[src/rtl/aer_pkg.sv]
// Shared constants, state encoding and the one-hot decoder for the
// 12-taxel AER transmit controller.
package aer_pkg;

    localparam int N_TAXEL = 12;
    localparam int ADDR_W  = 4;
    localparam logic [ADDR_W-1:0] ADDR_ERR = 4'hF;

    typedef enum logic [2:0] {
        IDLE    = 3'd0,
        GRANT   = 3'd1,
        REQ     = 3'd2,
        ACK_LO  = 3'd3,
        WAIT_RO = 3'd4
    } state_e;

    // Plain vector constants so the state register stays a simple logic bus.
    localparam logic [2:0] S_IDLE    = IDLE;
    localparam logic [2:0] S_GRANT   = GRANT;
    localparam logic [2:0] S_REQ     = REQ;
    localparam logic [2:0] S_ACK_LO  = ACK_LO;
    localparam logic [2:0] S_WAIT_RO = WAIT_RO;

    typedef struct packed {
        logic              valid;
        logic [ADDR_W-1:0] idx;
    } dec_t;

    // valid is set only for exactly one bit high; idx is ADDR_ERR for all-zero.
    function automatic dec_t onehot_to_idx(input logic [N_TAXEL-1:0] v);
        dec_t r;
        r.valid = (v != '0) && ((v & (v - 1'b1)) == '0);
        r.idx   = ADDR_ERR;
        for (int k = 0; k < N_TAXEL; k++) begin
            if (v[k]) r.idx = ADDR_W'(k);
        end
        return r;
    endfunction

endpackage

[src/rtl/sync_ff.sv]
// Multi-flop synchronizer for asynchronous inputs.
module sync_ff #(
    parameter int                STAGES  = 2,
    parameter int                WIDTH   = 1,
    parameter logic [WIDTH-1:0]  RST_VAL = '0
) (
    input  logic             clk,
    input  logic             rst,
    input  logic [WIDTH-1:0] d,
    output logic [WIDTH-1:0] q
);

    logic [WIDTH-1:0] pipe [STAGES];

    // Shift the input through STAGES flops; reset loads the idle level.
    always_ff @(posedge clk) begin
        if (rst) begin
            for (int i = 0; i < STAGES; i++) pipe[i] <= RST_VAL;
        end else begin
            pipe[0] <= d;
            for (int i = 1; i < STAGES; i++) pipe[i] <= pipe[i-1];
        end
    end

    assign q = pipe[STAGES-1];

endmodule

[src/rtl/aer_tx_ctrl_12.sv]
// Grants the arbiter-tree root, decodes the winning taxel from the tree's
// active-low acks and sends it over a 4-phase req/ack AER link.
// Handshake: aer_req rises with a valid aer_addr, and is held until aer_ack
// is seen high (or the wait times out); the link then waits for aer_ack low.
module aer_tx_ctrl_12
    import aer_pkg::*;
#(
    parameter int SYNC_STAGES = 2,
    parameter int SETTLE_MAX  = 15,
    parameter int ACK_TIMEOUT = 255,
    parameter int CNT_W       = 16
) (
    input  logic               clk,
    input  logic               rst,
    input  logic               en,
    input  logic               arb_ro,
    output logic               arb_n_ri,
    input  logic [N_TAXEL-1:0] arb_n_lno,
    output logic [ADDR_W-1:0]  aer_addr,
    output logic               aer_req,
    input  logic               aer_ack,
    output logic [CNT_W-1:0]   evt_cnt,
    output logic [CNT_W-1:0]   drop_cnt,
    output logic               err_pulse,
    output logic               busy,
    output logic [2:0]         state
);

    localparam int TMR_MAX = (SETTLE_MAX > ACK_TIMEOUT) ? SETTLE_MAX : ACK_TIMEOUT;
    localparam int TMR_W   = $clog2(TMR_MAX + 1);

    logic               arb_ro_s;
    logic               aer_ack_s;
    logic               en_s;
    logic [N_TAXEL-1:0] lno_s;
    logic [TMR_W-1:0]   timer;
    logic               prev_valid;
    logic [ADDR_W-1:0]  prev_idx;
    dec_t               dec;
    logic               settle_hit;
    logic               ack_hit;

    sync_ff #(.STAGES(SYNC_STAGES), .WIDTH(1)) u_ro_sync (
        .clk(clk), .rst(rst), .d(arb_ro), .q(arb_ro_s)
    );

    sync_ff #(.STAGES(SYNC_STAGES), .WIDTH(1)) u_ack_sync (
        .clk(clk), .rst(rst), .d(aer_ack), .q(aer_ack_s)
    );

    // en travels with arb_ro so a grant after raising en has the same latency.
    sync_ff #(.STAGES(SYNC_STAGES), .WIDTH(1)) u_en_sync (
        .clk(clk), .rst(rst), .d(en), .q(en_s)
    );

    // Acks idle high, so the synchronizer resets to "no taxel acknowledged".
    sync_ff #(.STAGES(SYNC_STAGES), .WIDTH(N_TAXEL), .RST_VAL({N_TAXEL{1'b1}})) u_lno_sync (
        .clk(clk), .rst(rst), .d(arb_n_lno), .q(lno_s)
    );

    function automatic logic [CNT_W-1:0] sat_inc(input logic [CNT_W-1:0] c);
        return (c == '1) ? c : c + 1'b1;
    endfunction

    assign dec        = onehot_to_idx(~lno_s);
    assign settle_hit = (timer == TMR_W'(SETTLE_MAX - 1));
    assign ack_hit    = (timer == TMR_W'(ACK_TIMEOUT - 1));
    assign busy       = (state != S_IDLE);

    // Main FSM: registered handshake outputs, per-state timer and counters.
    always_ff @(posedge clk) begin
        if (rst) begin
            state      <= S_IDLE;
            arb_n_ri   <= 1'b1;
            aer_req    <= 1'b0;
            aer_addr   <= '0;
            evt_cnt    <= '0;
            drop_cnt   <= '0;
            err_pulse  <= 1'b0;
            timer      <= '0;
            prev_valid <= 1'b0;
            prev_idx   <= '0;
        end else begin
            err_pulse <= 1'b0;
            if (timer != '1) timer <= timer + 1'b1;
            case (state)
                S_IDLE: begin
                    if (en_s && arb_ro_s) begin
                        arb_n_ri   <= 1'b0;
                        prev_valid <= 1'b0;
                        timer      <= '0;
                        state      <= S_GRANT;
                    end
                end
                S_GRANT: begin
                    prev_valid <= dec.valid;
                    prev_idx   <= dec.idx;
                    // A match on two consecutive samples wins over the settle limit.
                    if (dec.valid && prev_valid && (dec.idx == prev_idx)) begin
                        aer_addr <= dec.idx;
                        aer_req  <= 1'b1;
                        timer    <= '0;
                        state    <= S_REQ;
                    end else if (settle_hit) begin
                        aer_addr  <= ADDR_ERR;
                        err_pulse <= 1'b1;
                        drop_cnt  <= sat_inc(drop_cnt);
                        timer     <= '0;
                        state     <= S_WAIT_RO;
                    end
                end
                S_REQ: begin
                    if (aer_ack_s) begin
                        aer_req <= 1'b0;
                        evt_cnt <= sat_inc(evt_cnt);
                        timer   <= '0;
                        state   <= S_ACK_LO;
                    end else if (ack_hit) begin
                        aer_req   <= 1'b0;
                        err_pulse <= 1'b1;
                        drop_cnt  <= sat_inc(drop_cnt);
                        timer     <= '0;
                        state     <= S_ACK_LO;
                    end
                end
                S_ACK_LO: begin
                    if (!aer_ack_s || ack_hit) begin
                        timer <= '0;
                        state <= S_WAIT_RO;
                    end
                end
                S_WAIT_RO: begin
                    if (!arb_ro_s) begin
                        arb_n_ri <= 1'b1;
                        timer    <= '0;
                        state    <= S_IDLE;
                    end
                end
                default: begin
                    arb_n_ri <= 1'b1;
                    aer_req  <= 1'b0;
                    timer    <= '0;
                    state    <= S_IDLE;
                end
            endcase
        end
    end

endmodule
[config.mk]
export PLATFORM = sky130hd
export DESIGN_NAME = aer_tx_ctrl_12
export DESIGN_NICKNAME = d
export VERILOG_FILES = /design/src/rtl/aer_pkg.sv /design/src/rtl/sync_ff.sv /design/src/rtl/aer_tx_ctrl_12.sv
export SDC_FILE = /design/constraint.sdc
export NUM_CORES = 1
export LEC_CHECK = 0
export BUFFER_PORTS_ARGS = -buffer_cell sky130_fd_sc_hd__buf_2
export CAP_MARGIN = 15
export CORE_ASPECT_RATIO = 1.5
export CORE_MARGIN = 1.5
export CORE_UTILIZATION = 55
export DETAILED_ROUTE_END_ITERATION = 7
export PLACE_DENSITY_LB_ADDON = 0.1
export SYNTH_ARGS = -nofsm -noshare
export SYNTH_HDL_FRONTEND = slang
export SYNTH_SLANG_ARGS = --single-unit
export TNS_END_PERCENT = 100
[constraint.sdc]
create_clock -name clk -period 3.2 [get_ports clk]
set_input_delay 0.16 -clock clk [delete_from_list [all_inputs] [get_ports clk]]
set_output_delay 0.16 -clock clk [all_outputs]
set_load 0.01 [all_outputs]
==> results of run 1 <==
==> critical path, delay by kind of cell (launching register included) <==
kind            cells  cell delay, ns
simple gates        3            1.01
mux                 1            0.35
compound gates      1            0.49
flops               1            0.40
buf+inv             1            0.22
==> cell usage in the layout (no fill, tap or decap), types with 11 or more instances in the layout <==
| cell type | instances |
|---|---|
| buf_2 | 59 |
| inv_1 | 14 |
| dlygate4sd3_1 | 15 |
| nor2b_1 | 21 |
| nand2_1 | 44 |
| a21oi_1 | 16 |
| nor2_1 | 56 |
| nand4_1 | 17 |
| nand3_1 | 24 |
| nor3_1 | 13 |
| or2_2 | 26 |
| xor2_1 | 11 |
| dfxtp_1 | 85 |
==> metal layers <==
metal / global-route usage / vias to the layer above
li1: - / 1831
met1: 0.293 / 1663
met2: 0.436 / 83
met3: 0.0333 / 22
met4: 0.144 / 0
met5: 0 / -
==> what timing repair did <==
action                     4_1_cts  5_1_grt
resized for setup                0        0
hold buffers                    15        0
setup endpoints to repair        0        0
hold endpoints to repair        15        0
buffers inserted                 0        0
==> worst min path at each step <==
stage / from / end / slack [ns]
2_1_floorplan: arb_n_lno[0] / u_lno_sync.pipe[0][0]$_SDFF_PP1_ / 0.26
3_3_place_gp: arb_n_lno[3] / u_lno_sync.pipe[0][3]$_SDFF_PP1_ / 0.34
3_5_place_dp: arb_n_lno[0] / u_lno_sync.pipe[0][0]$_SDFF_PP1_ / 0.35
4_1_cts: rst / evt_cnt[10]$_SDFFE_PP0P_ / 0.26
5_1_grt: rst / prev_valid$_SDFFE_PP0P_ / 0.31
6_report: rst / evt_cnt[10]$_SDFFE_PP0P_ / 0.27
==> power groups by stage <==
stage	Combinational [mW]	Sequential, mW	Clock, mW
global route	0.252	1.12	0.788
detailed placement	0.213	1.14	0
CTS	0.228	1.12	0.747
floorplan	0.163	1.13	0
finish	0.229	1.12	0.730
global placement	0.209	1.14	0
==> area by class of cell <==
class,count,area [sq um]
tap,100,125
inverter,14,52.6
clock inverter,7,63.8
clock buffer,9,124
sequential,85,1700
timing repair buffer,77,468
multi-input combinational,359,2270
fill,622,2420
==> Yosys cell counts, types with 2 or more instances <==
| master | count | share of area |
|---|---|---|
| dfxtp_1 | 85 | 0.42 |
| nor2_1 | 56 | 0.051 |
| nand2_1 | 44 | 0.040 |
| or2_2 | 26 | 0.040 |
| nand3_1 | 24 | 0.029 |
| nor2b_1 | 21 | 0.032 |
| nand4_1 | 17 | 0.026 |
| a21oi_1 | 16 | 0.020 |
| inv_1 | 14 | 0.013 |
| clkbuf_1 | 13 | 0.012 |
| nor3_1 | 13 | 0.016 |
| xor2_1 | 11 | 0.024 |
| o21ai_0 | 9 | 0.011 |
| and3_1 | 7 | 0.011 |
| and4_1 | 7 | 0.015 |
| mux2_1 | 7 | 0.019 |
| o22ai_1 | 7 | 0.011 |
| xnor2_1 | 7 | 0.015 |
| a31o_2 | 6 | 0.013 |
| a211oi_1 | 5 | 0.0092 |
| a21o_1 | 5 | 0.0092 |
| nand2b_1 | 5 | 0.0076 |
| a31oi_1 | 4 | 0.0061 |
| ha_1 | 4 | 0.012 |
| mux2_2 | 4 | 0.011 |
| mux2i_1 | 4 | 0.0098 |
| o21a_1 | 4 | 0.0073 |
| a221oi_1 | 3 | 0.0064 |
| and2_1 | 3 | 0.0046 |
| nor4_1 | 3 | 0.0046 |
| nor4b_1 | 3 | 0.0064 |
| o32ai_1 | 3 | 0.0064 |
| or3_1 | 3 | 0.0046 |
| mux2_4 | 2 | 0.0073 |
| nor3b_1 | 2 | 0.0037 |
| o211ai_1 | 2 | 0.0037 |
==> registers in the layout, summed over array words and instances, names as in the netlist <==
name / cells
u_lno_sync.pipe: 24
drop_cnt: 16
evt_cnt: 16
timer: 8
aer_addr: 4
prev_idx: 4
state: 3
u_ack_sync.pipe: 2
u_en_sync.pipe: 2
u_ro_sync.pipe: 2
aer_req: 1
arb_n_ri: 1
err_pulse: 1
prev_valid: 1
==> cell families (layout without fill, tap and decap cells) <==
| group | after synthesis | in the layout |
|---|---|---|
| AOI/OAI and AO/OA | 76 | 76 |
| xor gates and xnor gates | 18 | 18 |
| adders and majority gates | 5 | 5 |
| buffers and inverters | 29 | 107 |
| DFF | 85 | 85 |
| muxes | 17 | 17 |
| and+or+nand+nor | 243 | 243 |
==> flow_summary_export.csv, run 1 <==
group,metric,value,unit
route,avgRoutedWirePerCell,14.4,um
route,drt_iter0_markers,200,
yosys,synth_fa_ha_area_frac,0.0147,
placement,pre_cts_slack,0.694,ns
route,met2WireLength,4840,um
yosys,synthSimpleGateAreaFrac,0.314,
setup_path,worstReg2RegStart,"state[2]$_SDFFE_PP0P_",
yosys,yosysWarnings,0,
placement,portBuffers,59,
placement,hpwl,6620,um
pwr,power_density,432,nW/um^2
timing,worstMarginPinSlew,0.599,ns
setup_path,regToRegEndpoint,"drop_cnt[7]$_SDFFE_PP0P_",
yosys,ys.flop_type,"dfxtp_1",
setup_path,critical_path.max_stage_delay,0.49,ns
timing,slew_headroom,0.598,
run_status,outcome,"complete, no violations",
timing,hold_viol,0,
global_routing,grt_max_degree,48,
placement,place_area,4470,sq um
global_routing,grt.overflow.total,0,
route,ant_nets,0,
yosys,synth_edf_count,0,
cells_and_area,area_growth_syn_to_layout,17.5,%
timing,max_freq,388,MHz
route,firstDrtPassIters,4,
pwr,power,2.07,mW
cells_and_area,fin_area,4810,sq um
yosys,syn_avg_cell_area,8.65,sq um
timing,skew,0.0112,ns
floorplan,chipWidth,73.4,um
cts,clkLatencyLatePin,0.38,ns
cts,numCtsBuffers,9,
timing,finalCriticalPeriod,2.58,ns
floorplan,core_area,7230,sq um
cells_and_area,antenna_cells,0,
timing,setup_ws,0.623,ns
setup_path,endpoint,"drop_cnt[7]$_SDFFE_PP0P_",
setup_path,cp_slowest_cell,"o32ai_1",
pwr,switching_share,0.282,
timing,fin_crit_sh,0.805,
flow_run,cap_violations,0,
global_routing,grt_pass1_vias,3376,
route,wl_met1,3920,um
timing,setup_viol,0,
yosys,synth_area,4090,sq um
floorplan,pin_count,60,
global_routing,grtUsageTotal,0.252,
cts,htreeDepth,3,
timing,rsz0062_at_grt,"false",
pwr,comb_power_share,0.110,
setup_path,rrSetupSlack,0.62,ns
route,viasPerCell,5.53,
pwr,internal_power,1.49,mW
cts,cts_buffer_depth,2,
route,met3WireLength,350,um
global_routing,grt_pass1_wl,15500,um
yosys,ys_seq_area_frac,0.416,
setup_path,crit_path_max_fanout,15,
pwr,power_frac_seq,0.538,
yosys,synth_compound_area_frac,0.141,
global_routing,antenna_found_initial,0,
setup_path,rr_worst_depth,6,
yosys,synthesis.nets,494,
yosys,yosysUniqueCellTypes,60,
placement,place_congestion,0.881,
route,drc,0,
yosys,ys_ff_latch,85,
floorplan,start_util,0.566,
yosys,synth_top_family_by_area,"simple AND/OR/NAND/NOR gates",
setup_path,worstPathRequired,3.47,ns
setup_path,worstPathCellList,"inv_1 > and3_1 > nor3b_1 > nand2_1 > o32ai_1 > mux2_1",
route,dr_total_vias,3599,
cts,cts_tree,"done",
timing,holdWs,0.268,ns
worst_hold_path,hp-class,"in -> reg",
yosys,synth_xor_area_frac,0.0385,
pwr,net-switching-power,584,uW
timing,setup-tns-final,0,ns
setup_path,cp-startpoint,"state[2]$_SDFFE_PP0P_",
route,routed_wl,9380,um
yosys,ys_async_sr_fraction,0,
cells_and_area,nNetsFinal,567,
timing,slew_viol_final,0,
placement,dpl.cell_count,620,
cells_and_area,fin_cells,651,
route,top_layer,"met4",
pwr,ir_drop,0.341,mV
yosys,netlist_instances,473,
cts,cts_num_sinks,85,
setup_path,crit_path_start_kind,"flip-flop",
setup_path,arrival,2.84,ns
pwr,pwr-share-clk,0.352,
cells_and_area,drive_gt1_frac,0.234,
floorplan,die-area,7980,sq um
pwr,p_leak,1.97,nW
cts,clock-root-buffer,"clkbuf_8",
yosys,synth.area.mux_share,0.0474,
cells_and_area,final_util,0.665,
setup_path,crit_type,"reg -> reg",
floorplan,rows,38,
worst_hold_path,worst_hold_path.num_cells,2,
floorplan,die_h,109,um
cts,clk_pin_slew,0.09,ns
setup_path,cp-end-kind,"flip-flop",
(Power assumes the default switching activity.)
==> run 2: changes to the inputs <==
Clock period 3.2 ns to 2.4 ns, I/O delays scaled along.
==> flow_summary_export.csv, run 2 (synthesized netlist as in run 1, its figures left out) <==
group,metric,value,unit
run_status,outcome,"complete, no violations",
worst_hold_path,min_delay_worst_endpoint,"arb_n_ri$_SDFFE_PP1P_",
cells_and_area,fillerInstances,595,
global_routing,grt_max_degree,86,
global_routing,antenna_found_initial,0,
cells_and_area,nNetsFinal,588,
cts,clk_pin_slew,0.09,ns
cells_and_area,antenna_cells,0,
pwr,internal_power,2.31,mW
worst_hold_path,worst_hold_path.num_cells,3,
placement,hpwl,6520,um
setup_path,rr_worst_depth,7,
cells_and_area,drive_gt1_frac,0.294,
pwr,power_density,602,nW/um^2
setup_path,rrSetupSlack,0.01,ns
cts,cts_num_sinks,85,
setup_path,arrival,2.65,ns
setup_path,worstReg2RegStart,"u_lno_sync.pipe[0][15]$_SDFF_PP1_",
pwr,pwr-share-clk,0.401,
pwr,switching_share,0.247,
cts,cts_buffer_depth,2,
timing,max_freq,419,MHz
cells_and_area,layout_common_cells,"dfxtp_1 (72), buf_2 (59), nor2_1 (56)",
placement,place_area,4600,sq um
cts,clkLatencyLatePin,0.37,ns
pwr,p_leak,2.10,nW
floorplan,pin_count,60,
route,routed_wl,9780,um
floorplan,chipWidth,73.4,um
cts,htreeDepth,3,
timing,slew_headroom,0.489,
worst_hold_path,min_from,"rst",
floorplan,core_area,7230,sq um
pwr,power_frac_seq,0.485,
route,dr_total_vias,3699,
cts,clock-root-buffer,"clkbuf_8",
timing,setup-tns-final,0,ns
global_routing,grt.overflow.total,0,
cells_and_area,final_common_cell,"dfxtp_1",
cells_and_area,area_growth_syn_to_layout,24.6,%
timing,setup_viol,0,
timing,worstMarginPinSlew,0.766,ns
worst_hold_path,hp-class,"in -> reg",
global_routing,grt_pass1_wl,15800,um
global_routing,grt_pass1_vias,3447,
setup_path,crit_path_start_kind,"flip-flop",
timing,hold_viol,0,
cells_and_area,largest_reg_flops,24,
route,ant_nets,0,
setup_path,regToRegEndpoint,"drop_cnt[0]$_SDFFE_PP0P_",
route,drt_iter0_markers,167,
global_routing,grtUsageTotal,0.256,
cts,cts_tree,"done",
flow_run,cap_violations,0,
setup_path,crit_type,"reg -> reg",
setup_path,cp-end-kind,"flip-flop",
placement,portBuffers,59,
route,drc,0,
cells_and_area,final_util,0.706,
pwr,ir_drop,0.417,mV
pwr,comb_power_share,0.114,
route,viasPerCell,5.50,
placement,place_congestion,0.915,
route,avgRoutedWirePerCell,14.6,um
timing,skew,0.00927,ns
cts,numCtsBuffers,9,
cells_and_area,fin_area,5100,sq um
floorplan,rows,38,
floorplan,start_util,0.566,
pwr,net-switching-power,760,uW
floorplan,die_h,109,um
route,firstDrtPassIters,4,
timing,fin_crit_sh,0.995,
setup_path,crit_path_max_fanout,6,
setup_path,worstPathRequired,2.66,ns
floorplan,die-area,7980,sq um
timing,finalCriticalPeriod,2.39,ns
cells_and_area,reg_top3,"u_lno_sync.pipe: 24 flops, drop_cnt: 16 flops, evt_cnt: 16 flops",
cells_and_area,largest-register,"u_lno_sync.pipe",
timing,slew_viol_final,0,
==> run 2: worst max path at each step <==
stage	cells past startpoint	from	endpoint
2_1_floorplan	8	drop_cnt[0]$_SDFFE_PP0P_	drop_cnt[13]$_SDFFE_PP0P_
3_3_place_gp	7	timer[4]$_SDFF_PP0_	drop_cnt[7]$_SDFFE_PP0P_
3_5_place_dp	7	u_lno_sync.pipe[0][16]$_SDFF_PP1_	drop_cnt[0]$_SDFFE_PP0P_
4_1_cts	7	timer[4]$_SDFF_PP0_	drop_cnt[7]$_SDFFE_PP0P_
5_1_grt	7	u_lno_sync.pipe[0][15]$_SDFF_PP1_	drop_cnt[0]$_SDFFE_PP0P_
6_report	7	u_lno_sync.pipe[0][15]$_SDFF_PP1_	drop_cnt[0]$_SDFFE_PP0P_
==> run 2: power by group through the flow <==
stage               Combinational, mW  Clock [mW]  Sequential [mW]
floorplan                       0.218           0             1.51
global placement                0.289           0             1.52
detailed placement              0.294           0             1.52
CTS                             0.317        1.26             1.49
global route                    0.384        1.31             1.49
finish                          0.351        1.23             1.49
==> run 2: final cells by class <==
type,instances,area (sq um),area share
Multi-Input combinational cell,360,2340,0.458
Sequential cell,85,1720,0.337
Timing Repair Buffer,97,618,0.121
Tap cell,100,125,0.0245
Clock buffer,9,124,0.0243
Clock inverter,7,123,0.0240
Inverter,14,52.6,0.0103
==> run 2: what timing repair did <==
action                     CTS  global route
gates resized for setup      1            22
pin swaps                    1             7
hold buffers                15             0
setup buffers                1             2
hold endpoints to repair    15             0
gates cloned                 0             1
setup endpoints to repair    1            27
==> run 2: metal layers <==
metal | part of all wire | up-vias | routed length [um] | GRT usage
met1 | 0.41 | 1732 | 4020 | 0.291
met2 | 0.53 | 81 | 5190 | 0.453
met5 | 0 | - | 0 | 0
met3 | 0.032 | 20 | 312 | 0.0434
li1 | - | 1866 | - | -
met4 | 0.026 | 0 | 250 | 0.127
==> run 2: worst max-delay path, cell delays in order, from the launching register on <==
cell	delay [ns]
dfxtp_2	0.42
nand4_4	0.19
nor4_2	0.35
nor3_1	0.12
a211oi_4	0.37
and3_4	0.31
o21a_1	0.18
mux2_2	0.33
==> run 2: stage by stage <==
step	setup slack [ns]	total power [mW]	hold slack (ns)	std cells
4_1_cts	0.0213	3.06	0.0992	669
3_5_place_dp	0.00447	1.81	0.304	637
6_report	0.0111	3.07	0.102	672
2_1_floorplan	0.0820	1.73	0.224	473
5_1_grt	-0.129	3.19	0.130	672
3_3_place_gp	0.0545	1.81	0.304	637
==> run 3: changes to the inputs <==
Settings changed: CTS_CLUSTER_DIAMETER set to 120, MAX_ROUTING_LAYER set to met4, REMOVE_ABC_BUFFERS set to 1.
==> flow_summary_export.csv, run 3 (synthesized netlist as in run 1, its figures left out) <==
group,metric,value,unit
placement,place_congestion,0.848,
cells_and_area,nNetsFinal,591,
global_routing,grt_max_degree,52,
cells_and_area,largest_reg_flops,24,
timing,skew,0.0123,ns
cells_and_area,reg_top3,"u_lno_sync.pipe: 24 flops, drop_cnt: 16 flops, evt_cnt: 16 flops",
cts,clk_pin_slew,0.08,ns
cells_and_area,largest-register,"u_lno_sync.pipe",
route,drc,0,
cells_and_area,layout_common_cells,"dfxtp_1 (75), buf_2 (59), nor2_1 (56)",
setup_path,worstReg2RegStart,"u_lno_sync.pipe[0][15]$_SDFF_PP1_",
run_status,outcome,"complete, no violations",
cts,cts_buffer_depth,2,
placement,portBuffers,59,
route,avgRoutedWirePerCell,13.8,um
pwr,internal_power,2.15,mW
floorplan,core_area,7230,sq um
setup_path,rrSetupSlack,0.10,ns
cts,clock-root-buffer,"clkbuf_8",
global_routing,grt.overflow.total,0,
setup_path,crit_path_start_kind,"flip-flop",
cts,cts_tree,"done",
pwr,power_density,566,nW/um^2
global_routing,grt_pass1_vias,3348,
timing,slew_viol_final,0,
timing,worstMarginPinSlew,0.661,ns
floorplan,die-area,7980,sq um
setup_path,regToRegEndpoint,"drop_cnt[0]$_SDFFE_PP0P_",
cells_and_area,final_common_cell,"dfxtp_1",
setup_path,crit_type,"reg -> reg",
cells_and_area,seq_area,1710,sq um
route,dr_total_vias,3718,
cells_and_area,fillerInstances,624,
setup_path,critical_path.max_stage_delay,0.42,ns
floorplan,pin_count,60,
placement,place_area,4630,sq um
cts,htreeDepth,3,
pwr,p_leak,2.10,nW
timing,fin_crit_sh,0.958,
timing,max_freq,435,MHz
setup_path,worstPathRequired,2.65,ns
global_routing,grt_pass1_wl,14800,um
cells_and_area,multiInputGateArea,2360,sq um
cells_and_area,area_growth_syn_to_layout,24.6,%
floorplan,rows,38,
pwr,comb_power_share,0.118,
global_routing,antenna_found_initial,0,
placement,hpwl,6560,um
worst_hold_path,worst_hold_path.num_cells,3,
timing,hold_viol,0,
cts,clkLatencyLatePin,0.37,ns
floorplan,chipWidth,73.4,um
route,ant_nets,0,
setup_path,arrival,2.55,ns
setup_path,crit_path_max_fanout,7,
setup_path,worstPathCellList,"nand4_4 > nor4_2 > nor3_2 > a211oi_4 > buf_4 > and3_4 > o21a_1 > mux2_2",
cts,cts_num_sinks,85,
floorplan,die_h,109,um
cells_and_area,drive_gt1_frac,0.297,
worst_hold_path,hp-class,"in -> reg",
route,drt_iter0_markers,217,
pwr,ir_drop,0.486,mV
flow_run,cap_violations,0,
route,viasPerCell,5.51,
cts,numCtsBuffers,9,
pwr,pwr-share-clk,0.367,
timing,slew_headroom,0.556,
cells_and_area,antenna_cells,0,
cells_and_area,fin_area,5100,sq um
worst_hold_path,min_from,"rst",
global_routing,grtUsageTotal,0.243,
worst_hold_path,min_delay_worst_endpoint,"arb_n_ri$_SDFFE_PP1P_",
floorplan,start_util,0.566,
timing,finalCriticalPeriod,2.30,ns
setup_path,rr_worst_depth,8,
setup_path,cp-end-kind,"flip-flop",
setup_path,cp_slowest_cell,"dfxtp_2",
pwr,net-switching-power,740,uW
timing,setup_viol,0,
pwr,power_frac_seq,0.515,
timing,setup-tns-final,0,ns
pwr,switching_share,0.256,
route,firstDrtPassIters,4,
route,routed_wl,9340,um
## run 3: changes by cell type in the layout (fill, tap and decap cells not counted), moves of 2 or more
cell | previous run | this run
bufinv_16 | 3 | 1
buf_4 | 23 | 26
dfxtp_2 | 12 | 10
clkbuf_8 | 9 | 11
dfxtp_1 | 72 | 75
## run 3: metal layers
metal	wire length, um	global-route usage	share of wire	vias to the layer above
met4	192	0.0926	0.021	0
met3	304	0.0518	0.033	17
met1	4030	0.274	0.43	1752
met5	0	-	0	-
li1	-	-	-	1877
met2	4820	0.416	0.52	72
## run 3: worst max-delay path: cells and delay by family, from the launching register on
family,cells,cell delay [ns]
muxes,1,0.34
buffers and inverters,1,0.19
AOI/OAI and AO/OA,2,0.39
and+or+nand+nor,4,0.85
DFF,1,0.42
## run 3: how the worst max path moves through the flow
| stage | start | end | slack [ns] |
|---|---|---|---|
| 6_report | u_lno_sync.pipe[0][15]$_SDFF_PP1_ | drop_cnt[0]$_SDFFE_PP0P_ | 0.10 |
| 5_1_grt | u_lno_sync.pipe[0][19]$_SDFF_PP1_ | drop_cnt[0]$_SDFFE_PP0P_ | -0.006 |
| 4_1_cts | u_lno_sync.pipe[0][21]$_SDFF_PP1_ | drop_cnt[0]$_SDFFE_PP0P_ | 0.004 |
| 3_5_place_dp | u_lno_sync.pipe[0][16]$_SDFF_PP1_ | drop_cnt[0]$_SDFFE_PP0P_ | 0.006 |
| 3_3_place_gp | u_lno_sync.pipe[0][21]$_SDFF_PP1_ | drop_cnt[0]$_SDFFE_PP0P_ | 0.03 |
| 2_1_floorplan | drop_cnt[0]$_SDFFE_PP0P_ | drop_cnt[8]$_SDFFE_PP0P_ | -0.11 |
## run 3: power by group through the flow
stage | combinational [mW] | sequential, mW | clock (mW)
after global routing | 0.375 | 1.49 | 1.14
after global placement | 0.288 | 1.52 | 0
after CTS | 0.320 | 1.48 | 1.09
after detailed placement | 0.294 | 1.52 | 0
after floorplan | 0.197 | 1.51 | 0
final | 0.340 | 1.49 | 1.06
## run 3: stage by stage
step / power (mW) / worst slack (ns) / instances / util / hold WS (ns)
finish: 2.89 / 0.101 / 675 / 0.706 / 0.160
global route: 3.01 / -0.00572 / 675 / 0.706 / 0.195
CTS: 2.89 / 0.00358 / 672 / 0.692 / 0.157
detailed placement: 1.81 / 0.00646 / 641 / 0.640 / 0.305
global placement: 1.80 / 0.0316 / 641 / 0.640 / 0.302
floorplan: 1.71 / -0.106 / 458 / - / 0.189
## run 3: timing repair
action,4_1_cts,5_1_grt
hold buffers,15,0
buffers inserted,0,2
pin swaps,1,2
resized for setup,1,20
setup endpoints to repair,1,26
cloned,0,1
hold endpoints to repair,15,0
## run 3: final cells by class
class / count / share of cell area
Clock buffer: 11 / 0.0297
Clock inverter: 5 / 0.0115
Inverter: 14 / 0.0103
Multi-Input combinational cell: 360 / 0.462
Sequential cell: 85 / 0.336
Tap cell: 100 / 0.0245
Timing Repair Buffer: 100 / 0.126
